[src/rtl/cbus_arbiter_pkg.sv]
// Common control-bus types shared by the fetch, load/store and MMU-side blocks.
// Holds the request/response structs and the arbiter owner/state encodings.
// Types only; no logic, no latency.
package cbus_arbiter_pkg;

    // Request toward the shared translation/memory port.
    typedef struct packed {
        logic        valid;
        logic        write;
        logic [31:0] addr;
        logic [31:0] wdata;
    } cbus_req_t;

    // Response from the shared port; ready marks a beat, last marks the final beat.
    typedef struct packed {
        logic        ready;
        logic        last;
        logic [31:0] data;
    } cbus_resp_t;

    // Owner encoding as seen on the arbiter's owner output.
    typedef enum logic [1:0] {
        OWN_NONE = 2'd0,
        OWN_I    = 2'd1,
        OWN_D    = 2'd2
    } cbus_owner_e;

    // Arbiter state encoding; each state equals the owner value it reports.
    typedef enum logic [1:0] {
        IDLE  = 2'd0,
        GNT_I = 2'd1,
        GNT_D = 2'd2
    } cbus_arb_state_e;

endpackage

[src/rtl/cbus_arbiter.sv]
// Two-way arbiter (instruction fetch vs load/store) in front of the shared MMU port.
// Latency: one cycle from a valid request in IDLE to it appearing on oreq; one idle cycle after each completion.
// Backpressure: a non-owner request simply waits unanswered; a grant ends only on oresp.ready && oresp.last.
module cbus_arbiter
    import cbus_arbiter_pkg::*;
#(
    parameter int STARVE_LIMIT = 4
) (
    input  logic       clk,
    input  logic       rst,
    input  cbus_req_t  ireq,
    output cbus_resp_t iresp,
    input  cbus_req_t  dreq,
    output cbus_resp_t dresp,
    output cbus_req_t  oreq,
    input  cbus_resp_t oresp,
    output logic [1:0] owner
);

    // Counter wide enough to hold STARVE_LIMIT itself (saturating value).
    localparam int CNT_W = (STARVE_LIMIT < 1) ? 1 : $clog2(STARVE_LIMIT + 1);
    localparam logic [CNT_W-1:0] CNT_MAX = CNT_W'(STARVE_LIMIT);

    cbus_arb_state_e  state;
    logic [CNT_W-1:0] starve_cnt;
    logic             starved;
    logic             done;

    // Data normally wins, but once it has taken STARVE_LIMIT grants in a row
    // while fetch was waiting, fetch is served next.
    assign starved = ireq.valid && dreq.valid && (starve_cnt == CNT_MAX);
    assign done    = oresp.ready && oresp.last;

    // Grant state machine and starvation counter; completion always passes through IDLE.
    always_ff @(posedge clk or posedge rst) begin
        if (rst) begin
            state      <= IDLE;
            starve_cnt <= '0;
        end else begin
            case (state)
                IDLE: begin
                    if (dreq.valid && !starved) begin
                        state <= GNT_D;
                        if (ireq.valid && (starve_cnt != CNT_MAX)) begin
                            starve_cnt <= starve_cnt + 1'b1;
                        end
                    end else if (ireq.valid) begin
                        state      <= GNT_I;
                        starve_cnt <= '0;
                    end
                end
                GNT_I, GNT_D: begin
                    if (done) begin
                        state <= IDLE;
                    end
                end
                default: begin
                    state <= IDLE;
                end
            endcase
        end
    end

    // Route the owner's request out and the shared response back to the owner only.
    always_comb begin
        oreq  = '0;
        iresp = '0;
        dresp = '0;
        case (state)
            GNT_I: begin
                oreq  = ireq;
                iresp = oresp;
            end
            GNT_D: begin
                oreq  = dreq;
                dresp = oresp;
            end
            default: begin
            end
        endcase
    end

    assign owner = state;

endmodule

[config.mk]
export PLATFORM = sky130hd
export DESIGN_NAME = cbus_arbiter
export DESIGN_NICKNAME = d
export VERILOG_FILES = /design/src/rtl/cbus_arbiter_pkg.sv /design/src/rtl/cbus_arbiter.sv
export SDC_FILE = /design/constraint.sdc
export NUM_CORES = 1
export LEC_CHECK = 0
export CELL_PAD_IN_SITES_DETAIL_PLACEMENT = 0
export CELL_PAD_IN_SITES_GLOBAL_PLACEMENT = 2
export CORE_ASPECT_RATIO = 1.2
export CORE_MARGIN = 2
export CORE_UTILIZATION = 10
export DETAILED_ROUTE_END_ITERATION = 6
export PLACE_DENSITY = 0.95
export SLEW_MARGIN = 20
export SYNTH_ARGS = -nofsm -noshare
export SYNTH_HDL_FRONTEND = slang
export SYNTH_SLANG_ARGS = --single-unit
[constraint.sdc]
create_clock -name clk -period 1.8 [get_ports clk]
set_input_delay 0.36 -clock clk [delete_from_list [all_inputs] [get_ports clk]]
set_output_delay 0.36 -clock clk [all_outputs]
set_load 0.01 [all_outputs]
==> results by group <==
Outcome
  – Outcome: finished with violations
  – Violated checks: setup timing

Finish
  – Register area: 125 um2
  – Layout area overhead: 230%
  – Layout Utilization: 0.333
  – Share of cells above drive strength 1: 0.489
  – Area of the multi-input gates: 1980 um2
  – Fill cell count: about 1900
  – Cell area after layout: 6010 um2
  – N_diodes: 0
  – Fin nets: 773

Clock tree
  – Clk sinks: 5
  – Maximum clock path buffer count: 2
  – Clock latency on the worst-skew pair: 0.23 ns
  – Worst-path clk slew: around 0.03 ns
  – H-tree depth: 1
  – Root buf cell: clkbuf_16
  – CTS buffer count: 3
  – CTS tree: yes
  – Hold Buf Count CTS: 0

Critical path
  – Critical Path AT: 1.66 ns
  – CP Class: register to output pin
  – Startpoint Class: register
  – Critical path buffers and inverters: 4
  – Crit path cell chain: buf_6 > ha_4 > buf_8 > clkbuf_16 > a22oi_2 > nor2b_1 > buf_2
  – Crit Path Max Fanout: 6
  – Critical-path top delay cell: dfrtp_1
  – Worst EP required: 1.44 ns
  – Worst Setup End Kind: output pin
  – Worst path top cell family by delay: buffers and inverters
  – Crit-path max cell delay: ~0.39 ns

STA
  – Slew HR: 0.846
  – Fin crit period: 2.02 ns
  – Final Hold Viols: 0
  – Clock skew: 0.000434 ns
  – Worst-margin pin slew: about 0.23 ns
  – Fmax: 495 MHz
  – Setup repair after global routing missed its margin: yes
  – Final slew viol count: 0
  – Final Cycle Share: 1.12
  – Setup TNS: -13.59 ns
  – Worst Slack Setup Final: -0.220 ns
  – Final setup vio count: 130

Synth
  – Ys async rst share: 1.00
  – Cells after synthesis: 267
  – Post-synthesis cell area: 1820 um2
  – Syn Nets: 440
  – Post-synthesis sequential area ratio: 0.0686
  – Yosys top cell by area: a22oi_1
  – Count of cell types in the netlist: 26
  – Post-synth EDFFs: 0
  – Main area contributors after synthesis: a22oi_1 (27%), and2_1 (23%), nor2b_1 (23%), dfrtp_1 (6.9%), buf_2 (4.9%)
  – Post-Syn Area per Cell: 6.83 um2
  – Top post-synthesis cells by count: and2_1 (68), a22oi_1 (66), nor2b_1 (66)
  – Synth top area share: 0.272
  – Most frequent cell after synthesis: and2_1
  – Yosys reg bits: 5
  – Commonest register cell after synthesis: dfrtp_1
  – Ys Warns: 0

Placement
  – Post-place setup slack: -0.364 ns
  – Count of input and output buffers: 303
  – Gpl congestion: 0.778
  – DP HPWL: about 8.9 mm
  – Placement Cell Area: ~5200 um2

GRT
  – First-pass GRT wire length: between 15 and 20 mm
  – GRT Residual Overflow: 0
  – Number of global-route vias before repair: 3058
  – Antenna violations before repair: 1
  – Pin count of the biggest net entering global routing: 38
  – All-Layer GR Usage: 0.116

Power and ir drop
  – Power consumption: 0.00749 W
  – Max IR drop VDD: 712 uV
  – Total power per unit cell area: 1250 nW/um2
  – Static leakage: roughly 2.5 nW

Drt
  – Post-route ant nets: 0
  – Drt drc: 0
  – Routed via count: 3311
  – Wire length per cell: about 18 um
  – DR pass1 iterations: 7
  – Final WL: 14.6 mm
  – Iteration-0 DRC Markers: 117
  – DR vias/cell: 4.02

Floorplanning
  – Initial Util: 0.101
  – Core Rows: 54
  – Die X: around 130 um
  – Core Area: 18000 um2
  – Die Y: 152 um
  – # IOs: 304
  – Die area: about 19000 um2

Worst hold path
  – Worst min path class: input pin to async pin

Run
  – Max cap viols: 0
-- through the flow --
step / hold WS (ns) / std cells
after floorplan: 0.139 / 267
after global placement: 0.496 / 782
after detailed placement: 0.519 / 782
after CTS: 0.349 / 795
after global routing: 0.375 / 823
final: 0.344 / 823
-- state kept, by name, indices dropped and copies added, names as in the netlist --
name	cells
starve_cnt	3
owner	2
-- power breakdown --
part | internal, W | leakage [nW] | switching (W)
Combinational | 0.00400 | 2.41 | 0.00292
Sequential | 0.000157 | 0.0657 | 0.0000404
Clock | 0.000293 | 0.0382 | 0.0000717
Total | 0.00445 | 2.52 | 0.00304
-- routing by layer --
| layer | global-route usage | wire, um |
|---|---|---|
| met5 | 0 | 0 |
| met4 | 0.0141 | 157 |
| met3 | 0.0320 | 1130 |
| met2 | 0.212 | 7510 |
| met1 | 0.137 | 5750 |
-- cell families (layout without fill, tap and decap cells) --
group,count (synthesis),after routing,share of synthesized area
flops,5,5,0.0686
simple gates,149,149,0.504
buf+inv,34,366,0.0872
fa+ha+maj,5,5,0.0343
compound gates,74,74,0.305
-- repair_timing --
action                     in CTS  in global routing
gates resized for setup       409                270
pin swaps                       1                 15
setup endpoints to repair     134                134
buffers inserted                4                 13
cloned                          5                 19
-- path summary, 6_finish.rpt --
path,slack (ns),cells past startpoint,start,to
setup / recovery,-0.22,7,owner[1],oreq[39]
hold / removal,0.34,2,rst,starve_cnt[0]
setup reg to reg,0.09,7,owner[0],owner[1]
hold reg to reg,0.52,1,starve_cnt[0],starve_cnt[0]
max in group asynchronous,1.27,2,rst,starve_cnt[1]
min in group clk,0.52,1,starve_cnt[0],starve_cnt[0]
-- worst reg2reg max path, cell delays in order, from the launching register on --
cell       delay (ns)
dfrtp_1          0.37
inv_2            0.09
ha_4             0.32
clkbuf_16        0.17
buf_6            0.11
a21boi_1         0.24
nand3b_2         0.18
o221ai_2         0.10
-- layout by cell type, fill, tap and decap left out, types with 8 or more instances in the layout --
cell and count:
and2_4 30, and2_1 38, buf_12 10, buf_6 44
buf_4 11, clkbuf_16 16, a22oi_2 58, buf_2 90
clkdlybuf4s50_1 169, a22oi_1 8, nor2b_1 60
-- final cells by class --
type	instances	area share
inverters	5	0.00312
repair buffers	357	0.587
well taps	224	0.0466
flip-flops and latches	5	0.0208
clock buffers	4	0.0131
multi-input cells	228	0.330
No activity file was read; power rests on OpenSTA's default activity.
